## config.mk

```make
export PLATFORM = sky130hd
export DESIGN_NAME = rv32_fetch_queue
export DESIGN_NICKNAME = d
export VERILOG_FILES = /design/src/rtl/rv32_fetch_queue.sv
export SDC_FILE = /design/constraint.sdc
export NUM_CORES = 1
export LEC_CHECK = 0
export ABC_AREA = 1
export BUFFER_PORTS_ARGS = -buffer_cell sky130_fd_sc_hd__buf_2
export CAP_MARGIN = 30
export CORE_ASPECT_RATIO = 0.8
export CORE_MARGIN = 1
export CORE_UTILIZATION = 45
export CTS_BUF_LIST = sky130_fd_sc_hd__clkbuf_8
export CTS_CLUSTER_SIZE = 30
export DETAILED_ROUTE_END_ITERATION = 8
export PLACE_DENSITY = 0.65
export SLEW_MARGIN = 20
export SYNTH_ARGS = -nofsm -noshare
export SYNTH_HDL_FRONTEND = slang
export SYNTH_SLANG_ARGS = --single-unit
export TNS_END_PERCENT = 100
```

## constraint.sdc

```tcl
create_clock -name clk -period 9.5 [get_ports clk]
set_input_delay 0.95 -clock clk [delete_from_list [all_inputs] [get_ports clk]]
set_output_delay 0.95 -clock clk [all_outputs]
set_load 0.05 [all_outputs]
```

## src/rtl/rv32_fetch_queue.sv

```systemverilog
// Fetch stage for the rv32 core: owns the fetch PC, issues sequential requests,
// and buffers returned {pc, instr} pairs in a DEPTH-entry FIFO toward decode.
module rv32_fetch_queue #(
    parameter int          DEPTH    = 4,
    parameter logic [31:0] RESET_PC = 32'h0000_0000,
    localparam int         CW       = $clog2(DEPTH + 1)
) (
    input  logic          clk,
    input  logic          resetn,
    output logic [31:0]   instr_addr,
    output logic          instr_req,
    input  logic [31:0]   instr_bus,
    input  logic          instr_ready,
    input  logic          redirect_valid,
    input  logic [31:0]   redirect_pc,
    output logic          fetch_valid,
    input  logic          fetch_ready,
    output logic [31:0]   fetch_instr,
    output logic [31:0]   fetch_pc,
    output logic [CW-1:0] queue_count,
    output logic          queue_full
);

    localparam int PW = $clog2(DEPTH);

    logic [31:0]   next_pc;
    logic [PW-1:0] head;
    logic [PW-1:0] tail;
    logic [CW-1:0] count;
    logic [31:0]   mem_pc    [DEPTH];
    logic [31:0]   mem_instr [DEPTH];
    logic          pop;
    logic          push;
    logic          space;

    // A redirect hides the head so decode never consumes a wrong-path entry.
    assign fetch_valid = (count != '0) & ~redirect_valid;
    assign pop         = fetch_valid & fetch_ready;
    assign space       = (count < CW'(DEPTH)) | pop;
    assign instr_req   = space & ~redirect_valid & resetn;
    assign push        = instr_req & instr_ready;

    assign instr_addr  = next_pc;
    assign fetch_instr = mem_instr[head];
    assign fetch_pc    = mem_pc[head];
    assign queue_count = count;
    assign queue_full  = (count == CW'(DEPTH));

    // NOTE: storage is deliberately left out of reset; entries are only read
    // once count says they were written, and resetting them only costs area.
    always_ff @(posedge clk) begin
        if (push) begin
            mem_pc[tail]    <= next_pc;
            mem_instr[tail] <= instr_bus;
        end
    end

    always_ff @(posedge clk or negedge resetn) begin
        if (!resetn) begin
            next_pc <= RESET_PC;
            head    <= '0;
            tail    <= '0;
            count   <= '0;
        end else if (redirect_valid) begin
            next_pc <= redirect_pc & 32'hFFFF_FFFC;
            head    <= '0;
            tail    <= '0;
            count   <= '0;
        end else begin
            if (push) begin
                tail    <= tail + PW'(1);
                next_pc <= next_pc + 32'd4;
            end
            if (pop) begin
                head <= head + PW'(1);
            end
            case ({push, pop})
                2'b10:   count <= count + CW'(1);
                2'b01:   count <= count - CW'(1);
                default: count <= count;
            endcase
        end
    end

endmodule

```

======== Yosys cells after proc, flatten, opt, wreduce, memory -nomap -nowiden ========
Memory sizes are Yosys's and may differ from the RTL's.
Index checks and enable logic that the tools add are counted.
storage, ports and cells
  word-level logic and storage cells ...... 36
  latch bits .............................. 0
  bits in registers ....................... 39
  memories kept ........................... 2
  bits of input ports ..................... 69
  memory bits (read-only) ................. 0
  output and inout bits ................... 102
  RAM bits ................................ 256
memories
  memory     words  width  rd ports  clocked after Yosys merged registers in  write ports  line  source
  mem_instr  4      32     1         0                                        1            31    logic [31:0] mem_instr [DEPTH];
  mem_pc     4      32     1         0                                        1            30    logic [31:0] mem_pc [DEPTH];
cells by class
  magnitude comparators ................... 1
  multiplexer cells ....................... 10
  add/sub/neg operators ................... 5
  shifts and indexed selects .............. 0
  divide/modulo/power cells ............... 0
  $mul .................................... 0
  bitwise operators ....................... 7
  reduce and logical (&&, ||, !) cells .... 4
  equal/unequal tests ..................... 3
operator list
  cell                                                                 count
  32-bit 2-to-1 mux                                                    2
  32-bit by 3-bit adder with 32-bit output (second input constant)     1
  2-bit 2-to-1 mux                                                     4
  3-bit case mux with 2 select lines                                   1
  3-bit nonzero test                                                   2
  1-bit bitwise AND                                                    5
  2-bit by 1-bit adder with 2-bit output (second input constant)       2
  2-bit nonzero test                                                   2
  3-bit by 1-bit adder with 3-bit output (second input constant)       1
  3-bit == test (second input constant)                                1
  3-bit less-than comparator (second input constant)                   1
  3-bit 2-to-1 mux                                                     1
  3-bit by 1-bit subtractor with 3-bit output (second input constant)  1
  2-bit by 1-bit == test with 1-bit output (second input constant)     1
  2-bit == test (second input constant)                                1
  1-bit 2-to-1 mux                                                     2
  1-bit inverter                                                       1
  1-bit OR                                                             1

======== Logic depth before layout (Yosys ltp) ========
Gate-level depths: netlist of the first run.
  word-level depth ........................ 10
  depth in mapped cells ................... 12
  depth with buffers taken out ............ 12

======== Least setup slack after synthesis of the first run ========
No wires, ideal clock.
  kind .................................... input port to flip-flop
  start point ............................. in redirect_valid
  end point ............................... mem mem_instr[0][0], enable pin
  data arrival time ....................... 4.101 ns
  required time ........................... 9.018 ns
  stages .................................. 5
  library setup time ...................... 0.482 ns
  slack ................................... 4.916 ns
  buffers on the path ..................... 2
  path through ............................ buf_6 nor2_4 nand3_4 clkbuf_1 nor2_1
between the ends
  longest elaborated chain between the ends .. 9
RTL lines
  element                                   line    source
  start: declaration                        14      input logic redirect_valid,
  1-bit inverter *                          37, 40
  1-bit bitwise AND                         37      assign fetch_valid = (count != '0) & ~redirect_valid;
  1-bit bitwise AND                         38      assign pop = fetch_valid & fetch_ready;
  1-bit OR                                  39      assign space = (count < CW'(DEPTH)) | pop;
  1-bit bitwise AND * (2 in series)         40      assign instr_req = space & ~redirect_valid & resetn;
  1-bit bitwise AND *                       41      assign push = instr_req & instr_ready;
  1-bit 2-to-1 mux *                        52      if (push) begin
  1-bit 2-to-1 mux (not written as such) *  54      mem_instr[tail] <= instr_bus;
  end: declaration                          31
Mark *: on every way between the ends. The rest lies on a longest branch, timed or not.

======== Worst setup path in the final report of the first run ========
  start point ............................. reg head[0]
  end point ............................... out fetch_instr[6]
between the ends
  longest elaborated chain between the ends .. 1
RTL lines
  element                   line  source
  start: declaration        27    logic [PW-1:0] head;
  start signal: assignment  75    head <= head + PW'(1);
  memory 4 x 32 bit         n/a
  end: declaration          18    output logic [31:0] fetch_instr,
No other way between the ends.

==> results of run 1 <==
logic make-up after synthesis:
group	count (synthesis)	share of synthesized area [%]
buf+inv	112	4.00
compound gates	221	10.2
fa+ha+maj	6	0.695
flops	285	70.5
simple gates	417	13.9
other cells	1	0.0316
xor+xnor	9	0.663
layout by cell type (no fill, tap or decap), types with 2 or more instances in the layout:
| cell | netlist | layout |
|---|---|---|
| xor2_1 | 7 | 7 |
| nor2_1 | 178 | 174 |
| xnor2_1 | 2 | 2 |
| edfxtp_1 | 248 | 248 |
| nand2_1 | 199 | 199 |
| nor3_1 | 3 | 3 |
| conb_1 | 1 | 4 |
| ha_1 | 5 | 5 |
| dfrtp_1 | 37 | 35 |
| nand3_1 | 24 | 24 |
| inv_2 | 1 | 2 |
| clkbuf_8 | 0 | 56 |
| o21ai_0 | 144 | 144 |
| inv_1 | 54 | 79 |
| buf_2 | 12 | 164 |
| o211ai_1 | 4 | 4 |
| buf_12 | 0 | 5 |
| o21bai_1 | 5 | 5 |
| nor2_4 | 2 | 6 |
| o22ai_1 | 62 | 62 |
| clkinv_2 | 0 | 3 |
| a21oi_1 | 3 | 3 |
| nor2_2 | 5 | 5 |
| nand2_2 | 2 | 2 |
| nand4_1 | 2 | 2 |
| buf_4 | 4 | 8 |
metrics by stage:
step | worst slack (ns) | std cells | area (µm²) | util (%) | hold slack [ns]
after global placement | 5.59 | 1523 | 13000 | 50.7 | 0.575
after detailed placement | 5.56 | 1523 | 13000 | 50.7 | 0.580
after global routing | 5.25 | 1615 | 14000 | 54.7 | 0.279
final | 5.47 | 1616 | 14000 | 54.7 | 0.297
after floorplan | 4.92 | 1054 | 11900 | - | 0.580
after CTS | 5.37 | 1609 | 13900 | 54.2 | 0.549
final timing paths:
check                                  to  slack [ns]           start
min in group clk           queue_count[2]        0.59  queue_count[2]
hold reg to reg            queue_count[2]        0.59  queue_count[2]
hold / removal                    tail[0]        0.30          resetn
setup reg to reg           queue_count[2]        7.06  queue_count[2]
setup / recovery           fetch_instr[6]        5.47         head[0]
max in group asynchronous         head[0]        8.71          resetn
power by group through the flow:
stage / Combinational (mW) / Sequential, mW / Clock (mW)
CTS: 0.603 / 1.47 / 1.02
detailed placement: 0.602 / 1.49 / 0
floorplan: 0.402 / 1.52 / 0
finish: 0.605 / 1.47 / 0.998
global placement: 0.598 / 1.49 / 0
global route: 0.649 / 1.47 / 1.08
cells in the mapped netlist (5+ instances only):
| cell type | instances | share of area (%) |
|---|---|---|
| ha_1 | 5 | 0.53 |
| nand3_1 | 24 | 1.0 |
| o22ai_1 | 62 | 3.3 |
| nor2_1 | 178 | 5.6 |
| edfxtp_1 | 248 | 63 |
| o21ai_0 | 144 | 6.1 |
| inv_1 | 54 | 1.7 |
| clkbuf_1 | 34 | 1.1 |
| o21bai_1 | 5 | 0.32 |
| nand2_1 | 199 | 6.3 |
| dfrtp_1 | 37 | 7.8 |
| nor2_2 | 5 | 0.26 |
| buf_2 | 12 | 0.51 |
| xor2_1 | 7 | 0.52 |
worst register-to-register path: stages (launching register included):
cell	delay (ns)
dfrtp_1	0.43
nand2_1	0.15
nand3_4	0.26
inv_2	0.49
nor2_1	0.15
fa_1	0.41
xnor2_1	0.18
inv_1	0.05
nand2_1	0.06
nand2_1	0.05
nand2_1	0.06
nand2_1	0.05
flip-flops by register name, indices dropped and copies added (netlist names):
| register | count |
|---|---|
| head | 2 |
| instr_addr | 30 |
| mem_instr | 128 |
| mem_pc | 120 |
| queue_count | 3 |
| tail | 2 |
area by class of cell:
cell class | count | area share (%)
multi-input combinational | 657 | 21.9
inverter | 58 | 1.58
clock inverter | 30 | 0.901
sequential | 285 | 59.7
clock buffer | 56 | 5.50
antenna | 1 | 0.0178
timing repair buffer | 178 | 7.19
tap | 351 | 3.13
layer usage:
| metal | vias up | track usage, % |
|---|---|---|
| met5 | - | 0 |
| met4 | 0 | 6.04 |
| met3 | 40 | 4.19 |
| met2 | 290 | 32.2 |
| met1 | 3936 | 30.8 |
| li1 | 4026 | - |
==> metrics.md, run 1 <==
| Metric | Value |
|---|---|
| Stages on worst setup path | 6 |
| Total chip power | 3.07 mW |
| Largest net degree at the start of global routing | 99 |
| Core area | 0.0256 mm² |
| Total grt overflow | 0 |
| Final Max Slew Viols | 0 |
| Placer Congestion | 0.865 |
| Drt pass-1 iters | 5 |
| Multi-input gate area | 0.00308 mm² |
| Setup Crit Path Kind | flip-flop to primary output |
| First-pass GRT wire length | 43700 µm |
| Tot GR Track Use | 21.1% |
| Min Tclk post-route | 4.03 ns |
| Slew headroom | 42.2% |
| CP cell instances | clkinv_2, buf_4, buf_12, o21ai_0, o22ai_1, buf_2 |
| Slowest CP cell | dfrtp_4 |
| Unique masters post-synth | 34 |
| Ys async rst share | 13.0% |
| Area Growth Syn to Fin | 18.0% |
| Critical-path maximum fanout | 53 |
| Crit path buf inv count | 4 |
| Synth Flop Type | edfxtp_1 |
| WL/cell | 17.6 µm |
| Worst r2r path cells | 11 |
| Clk sinks | 285 |
| Fmax | 248 MHz |
| Routed Antenna Nets | 0 |
| Die height | 147 µm |
| Net switching power figure | 0.995 mW |
| Syn avg cell area | 11.3 µm² |
| Post-CTS setup buffer count | 0 |
| Met1 WL | 13100 µm |
| Sum of negative setup slack | 0 ns |
| Hold Path Class | primary input to asynchronous set/reset pin |
| Layout cells sized above 1 | 20.5% |
| Initial antenna violation count | 0 |
| DRC | 0 |
| Starting Density | 46.4% |
| Top delay family on crit path | buffers and inverters |
| Port Buf Inserts | 164 |
| Max rail drop VDD | 140 µV |
| I/O pin count | 171 |
| Top routing layer used | met4 |
| Period utilization | 42.5% |
| Pwr/cell area | 219 mW/mm² |
| Yosys Warn Count | 0 |
| Fin. Hold Viols | 0 |
| Vias per std cell | 5.13 |
| Die X-Extent | 184 µm |
| Hold buffer count at CTS | 0 |
| CP required | 8.55 ns |
| Clk pwr share | 32.5% |
| Max incr delay on CP | 0.64 ns |
| Reg power frac | 47.8% |
| Max clock buf depth | 3 |
| RSZ-0062 raised after global routing | false |
| Leakage Power | 5.43 nW |
| Pint | 2.07 mW |
| Num CTS Buffers | 46 |
| Part of the Yosys area used for sequential elements | 70.5% |
| Yosys reg bits | 285 |
| Outcome | finished clean |
| Met2 wire length | 12800 µm |
| Fin nets | 1301 |
| Final HPWL DP | 16200 µm |
| Synth Cell Area | 0.0119 mm² |
| Met3 Wirelength | 2070 µm |
| Vias in the first global route | 7716 |
| Vias | 8292 |
| Worst Skew | 0.0221 ns |
| Reg area | 0.00838 mm² |
| Core Rows | 52 |
| Max Cap Violations | 0 |
| CP Launch Type | flip-flop |
| Crit. End Element | primary output |
| Switching share of power | 32.4% |
| DRC marker count from the first detailed-route iteration | 632 |
| Crit path arrival time | 3.08 ns |
| Setup violations, final | 0 |
| Cells after synthesis | 1051 |
| H-tree level count | 2 |
| Combinational share of power | 19.7% |
| Post-CTS sizing | 0 |
| Die area | 0.0271 mm² |
| Reg clk slew, reported paths | 0.06 ns |
| Worst skew pair latency | 0.55 ns |
| EDFF count, synth | 248 |
| Worst Tran Pin Value | 0.867 ns |
| CTS tree | yes |
| Routed WL | 28400 µm |
| Buffer type at the clock tree root | clkbuf_8 |
| Layout fillers | 2281 |
(Power assumes the default switching activity.)
==> run 2: changes to the inputs <==
Settings changed: PLACE_DENSITY 0.65 to 0.68.
Clock period 9.5 ns to 3.6 ns, I/O delays scaled along.
==> run 2 against run 1 <==
  * Power increased to 2.7 times the previous value
  * Clock-buffer cell count decreased by 6
  * Final area about the same
  * Sequential share of layout area about the same
  * Register-to-register slack got worse by 5.5 ns
  * Critical path depth decreased by 1
  * Critical path type unchanged
  * Largest cell class unchanged
  * Non-clock buffer count increased by 7
  * Worst setup slack got worse by 4.7 ns
  * First-iteration DRC count increased by 9.2%
==> metrics.md, run 2 (synthesized netlist as in run 1, its figures left out) <==
| Metric | Value |
|---|---|
| Reg clk slew, reported paths | 0.06 ns (about the same) |
| Port Buf Inserts | 164 (unchanged) |
| Core area | 0.0256 mm² (unchanged) |
| Net switching power figure | 2.65 mW (+170%) |
| Max rail drop VDD | 263 µV (+87%) |
| Fin. Hold Viols | 0 (unchanged) |
| Max reg flops | 128 (unchanged) |
| CP required | 3.24 ns (-5.31 ns) |
| Period utilization | 78.6% |
| Final Max Slew Viols | 0 (unchanged) |
| Core Rows | 52 (unchanged) |
| Area Growth Syn to Fin | 17.9% (about the same) |
| Tot GR Track Use | 21.4% (+0.26 points) |
| Placer Congestion | 0.895 (+3.4%) |
| Fmax | 353 MHz |
| Final WS setup | 0.770 ns (-4.70 ns) |
| Worst Skew | 0.0171 ns (-0.00506 ns) |
| Max Cap Violations | 0 (unchanged) |
| Vias in the first global route | 8067 (+4.5%) |
| Hold Path Class | primary input to flip-flop |
| Drt pass-1 iters | 5 (unchanged) |
| Final core occ | 54.7% (about the same) |
| Crit path arrival time | 2.47 ns (-0.61 ns) |
| I/O pin count | 171 (unchanged) |
| Commonest non-fill, non-tap cells in the layout | edfxtp_1, nand2_1, nor2_1, buf_2, o21ai_0 |
| Biggest register | mem_instr |
| Total chip power | 8.15 mW (+170%) |
| Die X-Extent | 184 µm (unchanged) |
| Combinational share of power | 20.0% (+0.3 points) |
| Area post-placement | 0.0131 mm² (+0.71%) |
| H-tree level count | 2 (unchanged) |
| First-pass GRT wire length | 44600 µm (+2.0%) |
| Post-CTS setup buffer count | 0 (unchanged) |
| Routed Antenna Nets | 0 (unchanged) |
| Initial antenna violation count | 1 (+1) |
| CP Launch Type | flip-flop |
| Reg power frac | 47.2% (-0.6 points) |
| Vias | 8355 (+0.76%) |
| Clk pwr share | 32.8% (+0.3 points) |
| RSZ-0062 raised after global routing | false |
| Setup Crit Path Kind | flip-flop to primary output |
| Final instance area | 0.0140 mm² (about the same) |
| Post-CTS sizing | 0 (unchanged) |
| Commonest non-fill, non-tap cell in the layout | edfxtp_1 |
| Crit path buf inv count | 3 (-1) |
| Clk sinks | 285 (unchanged) |
| Crit. End Element | primary output |
| DRC | 0 (unchanged) |
| Largest net degree at the start of global routing | 64 (-35%) |
| Leakage Power | 5.40 nW (-0.48%) |
| Worst skew pair latency | 0.55 ns (about the same) |
| Dpl cells | 1532 (+0.59%) |
| Slew headroom | 44.8% (+2.6 points) |
| Final HPWL DP | 17200 µm (+5.8%) |
| Setup violations, final | 0 (unchanged) |
| Total grt overflow | 0 (unchanged) |
| Pwr/cell area | 581 mW/mm² (+170%) |
| Fin nets | 1307 (+0.46%) |
| CP cell instances | clkinv_2, buf_4, o21ai_0, o22ai_1, buf_2 |
| Cell Count, Final, Fillers Out | 1620 (+0.25%) |
| Outcome | finished clean |
| Die area | 0.0271 mm² (unchanged) |
| Min Tclk post-route | 2.83 ns |
| Pint | 5.50 mW (+160%) |
| Hold slack | 0.0286 ns (-0.269 ns) |
| Buffer type at the clock tree root | clkbuf_8 |
| Layout cells sized above 1 | 20.9% (+0.41 points) |
| Starting Density | 46.4% (unchanged) |
| Die height | 147 µm (unchanged) |
| Max incr delay on CP | 0.48 ns (-0.16 ns) |
| Post-place setup slack | 1.11 ns (-4.46 ns) |
| Worst Tran Pin Value | 0.826 ns (-0.0403 ns) |
| Top delay family on crit path | buffers and inverters |
| Routed WL | 28600 µm (+0.68%) |
| Sum of negative setup slack | 0 ns (unchanged) |
| Switching share of power | 32.5% (+0.13 points) |
| WL/cell | 17.6 µm (+0.43%) |
| Slowest CP cell | dfrtp_4 |
| CTS tree | yes |
| DRC marker count from the first detailed-route iteration | 690 (+9.2%) |
| Num CTS Buffers | 45 (-2.2%) |
| Critical-path maximum fanout | 34 (-36%) |
| Vias per std cell | 5.16 (+0.51%) |
| Max clock buf depth | 3 (unchanged) |
## run 2: cell types whose count changed in the layout (fill, tap and decap cells not counted)
cell,change
bufinv_16,+2
buf_4,+7
inv_1,-10
clkinv_2,+7
inv_8,-1
clkinv_1,+4
dlygate4sd3_1,+4
buf_16,-1
clkinvlp_4,+1
buf_12,-3
clkbuf_8,-6
## run 2: metal layers
layer,up-vias,share of wire (%),global-route usage [%]
met5,-,0,0
met4,0,2.2,6.50
met3,49,8.1,4.78
met2,341,45,32.9
met1,3936,44,30.4
li1,4029,-,-
## run 2: power groups by stage
stage          combinational (mW)  sequential, mW  clock (mW)
5_1_grt                      1.75            3.86        2.89
3_3_place_gp                 1.62            3.91           0
4_1_cts                      1.64            3.84        2.73
2_1_floorplan                1.06            4.02           0
3_5_place_dp                 1.63            3.91           0
6_report                     1.63            3.84        2.67
## run 2: layout make-up
class	count	area [µm²]
Sequential cell	285	8380
Timing Repair Buffer	185	1010
Multi-Input combinational cell	657	3080
Inverter	58	221
Antenna cell	1	2.50
Clock inverter	33	195
Clock buffer	50	688
Fill cell	2253	11600
Tap cell	351	439
## run 2: path summary, 6_finish.rpt
path                           startpoint               end  slack [ns]  depth (start not counted)
max reg2reg                queue_count[2]    queue_count[2]        1.57                         11
min                         instr_bus[22]  mem_instr[0][22]        0.03                          1
min reg2reg                queue_count[2]    queue_count[2]        0.60                          2
min in group asynchronous          resetn    instr_addr[18]        0.43                          3
max in group asynchronous          resetn           head[0]        2.77                          3
max                               head[0]      fetch_pc[12]        0.77                          5
## run 2: worst reg2reg max path, delay by kind of cell (launching register included)
kind / cells / cell delay [ns]
XOR/XNOR: 1 / 0.20
AND/OR/NAND/NOR: 7 / 0.70
adder cells (fa/ha/maj): 1 / 0.39
buffers and inverters: 2 / 0.20
flip-flops: 1 / 0.43
## run 2: repair_timing
item,in CTS,in global routing
hold endpoints to repair,48,0
hold buffers,4,0
endpoints found under the setup margin,0,0
==> run 3: changes to the inputs <==
Clock period 3.6 ns to 2.4 ns, I/O delays scaled along.
==> run 3 against run 2 <==
  * Non-clock buffer count is 61 higher
  * Wire length is 1.4% higher
  * Cell count is 3.5% higher
  * Combinational power is 60% higher
  * Clock power is 37% higher
  * Worst setup slack worse by 0.68 ns
  * Die area stayed put
  * Global-route usage is 0.40 points higher
  * Critical path depth stayed put
  * Worst hold slack worse by 0.0019 ns
  * Final area is 4.4% higher
  * Clock skew is 0.0039 ns lower
  * Largest cell class unchanged
==> metrics.md, run 3 (synthesized netlist as in run 1, its figures left out) <==
| Metric | Value |
|---|---|
| Fmax | 432 MHz |
| Pint | 8.02 mW (+46%) |
| Slew headroom | 65.5% (+21 points) |
| Multi-input gate area | 0.00308 mm² (+0.20%) |
| Setup Crit Path Kind | flip-flop to primary output |
| Combinational share of power | 21.6% (+1.6 points) |
| Starting Density | 46.4% (unchanged) |
| RR Endpoint | queue_count[2] |
| Layout fillers | 2201 (-2.3%) |
| # diodes | 0 (-1) |
| Layout cells sized above 1 | 20.0% (-0.90 points) |
| Leakage Power | 5.65 nW (+4.5%) |
| Reg power frac | 48.0% (+0.8 points) |
| Clk sinks | 285 (unchanged) |
| Fin nets | 1368 (+4.7%) |
| Worst r2r src | queue_count[2] |
| Core Rows | 52 (unchanged) |
| Hold Path Origin | redirect_pc[27] |
| Reg area | 0.00838 mm² (about the same) |
| CP cell instances | clkinv_2, buf_12, o21ai_0, o22ai_1, buf_2 |
| Switching share of power | 33.3% (+0.72 points) |
| Vias | 8528 (+2.1%) |
| Area Growth Syn to Fin | 23.1% |
| Final Max Slew Viols | 0 (unchanged) |
| Crit. End Element | primary output |
| Area post-placement | 0.0132 mm² (+0.98%) |
| DRC | 0 (unchanged) |
| Core area | 0.0256 mm² (unchanged) |
| I/O pin count | 171 (unchanged) |
| WL/cell | 17.3 µm (-2.0%) |
| Post-place setup slack | 0.384 ns (-0.722 ns) |
| Max clock buf depth | 3 (unchanged) |
| Sum of negative setup slack | 0 ns (unchanged) |
| Vias in the first global route | 8113 (+0.57%) |
| Crit path buf inv count | 3 (unchanged) |
| Crit path arrival time | 2.07 ns (-0.40 ns) |
| Critical-path maximum fanout | 58 (+71%) |
| Biggest register | mem_instr |
| Max Cap Violations | 0 (unchanged) |
| Routed WL | 29000 µm (+1.4%) |
| Routed Antenna Nets | 0 (unchanged) |
| First-pass GRT wire length | 45300 µm (+1.7%) |
| Drt pass-1 iters | 5 (unchanged) |
| Commonest non-fill, non-tap cell in the layout | edfxtp_1 |
| CP required | 2.16 ns (-1.08 ns) |
| Worst skew pair latency | 0.56 ns (about the same) |
| Top delay family on crit path | buffers and inverters |
| Commonest non-fill, non-tap cells in the layout | edfxtp_1, nand2_1, nor2_1, buf_2, o21ai_0 |
| Final WS setup | 0.0876 ns (-0.683 ns) |
| Hold Path Class | primary input to flip-flop |
| CP Launch Type | flip-flop |
| Num CTS Buffers | 45 (unchanged) |
| Reg clk slew, reported paths | 0.06 ns (about the same) |
| Post-CTS setup buffer count | 0 (unchanged) |
| Die height | 147 µm (unchanged) |
| Hold slack | 0.0267 ns (-0.00188 ns) |
| H-tree level count | 2 (unchanged) |
| Cell Count, Final, Fillers Out | 1676 (+3.5%) |
| Period utilization | 96.4% |
| RSZ-0062 raised after global routing | true |
| Die area | 0.0271 mm² (unchanged) |
| Vias per std cell | 5.09 (-1.3%) |
| Max rail drop VDD | 394 µV (+50%) |
| Buffer type at the clock tree root | clkbuf_8 |
| Max reg flops | 128 (unchanged) |
| Final HPWL DP | 17600 µm (+2.4%) |
| Worst Tran Pin Value | 0.518 ns (-0.308 ns) |
| Hold depth | 5 (+4) |
| Fin. Hold Viols | 0 (unchanged) |
| Clk pwr share | 30.3% (-2.5 points) |
| Port Buf Inserts | 164 (unchanged) |
| Die X-Extent | 184 µm (unchanged) |
| CTS tree | yes |
| Net switching power figure | 4.00 mW (+51%) |
| Final instance area | 0.0146 mm² (+4.4%) |
| Total grt overflow | 0 (unchanged) |
| Dpl cells | 1539 (+0.46%) |
| Initial antenna violation count | 0 (-1) |
| Max incr delay on CP | 0.51 ns (+0.03 ns) |
| Tot GR Track Use | 21.8% (+0.40 points) |
| Largest net degree at the start of global routing | 79 (+23%) |
| Outcome | finished clean |
| Worst Skew | 0.0131 ns (-0.00394 ns) |
| R2R Setup Slk | 0.43 ns (-1.14 ns) |
| Min Tclk post-route | 2.31 ns |
| DRC marker count from the first detailed-route iteration | 652 (-5.5%) |
| Setup violations, final | 0 (unchanged) |
| Worst r2r path cells | 11 (unchanged) |
| Pwr/cell area | 821 mW/mm² (+41%) |
| Worst Hold End | instr_addr[27] |
| Slowest CP cell | dfrtp_4 |
| Placer Congestion | 0.910 (+1.7%) |
-- run 3: area by class of cell --
cell class / count / area share [%]
Clock buffer: 46 / 4.33
Clock inverter: 33 / 0.983
Inverter: 58 / 1.51
Timing Repair Buffer: 246 / 11.8
Sequential cell: 285 / 57.3
Tap cell: 351 / 3.00
Multi-Input combinational cell: 657 / 21.1
-- run 3: what timing repair did --
action	in CTS	in global routing
gates resized for setup	3	20
endpoints found under the setup margin	9	14
gates cloned	0	0
endpoints found under the hold margin	190	0
hold buffers	58	0
-- run 3: stage by stage --
step                      total power, mW  utilization (%)
after floorplan                      7.62                -
after global placement               8.33             51.6
after detailed placement             8.36             51.6
after CTS                            12.1             56.9
after global routing                 12.5             57.1
final                                12.0             57.1
-- run 3: power groups by stage --
stage                     registers (mW)  clock network, mW  logic (mW)
after detailed placement            5.87                  0        2.49
after CTS                           5.77               3.74        2.57
after global routing                5.79               3.97        2.79
after global placement              5.87                  0        2.46
final                               5.77               3.65        2.60
after floorplan                     6.02                  0        1.60
-- run 3: worst max-delay path by stage --
stage | from | to | depth (start not counted)
after floorplan | queue_count[2] | mem_instr[0][0] | 4
after global placement | redirect_valid | queue_count[2] | 12
after detailed placement | redirect_valid | queue_count[2] | 12
after CTS | head[0] | fetch_pc[4] | 5
after global routing | head[0] | fetch_pc[13] | 5
final | head[0] | fetch_pc[17] | 5
-- run 3: routing by layer --
layer,wire (µm),share of wire (%),GRT usage (%)
met5,0,0,0
met4,444,1.5,5.79
met2,13000,45,33.2
met3,1750,6.0,3.94
met1,13800,48,32.2
-- run 3: tightest hold or removal path: stages --
cell and delay, ns:
buf_2 0.10, nand2_1 0.05, o21ai_0 0.06, inv_1 0.04
nand2_1 0.05
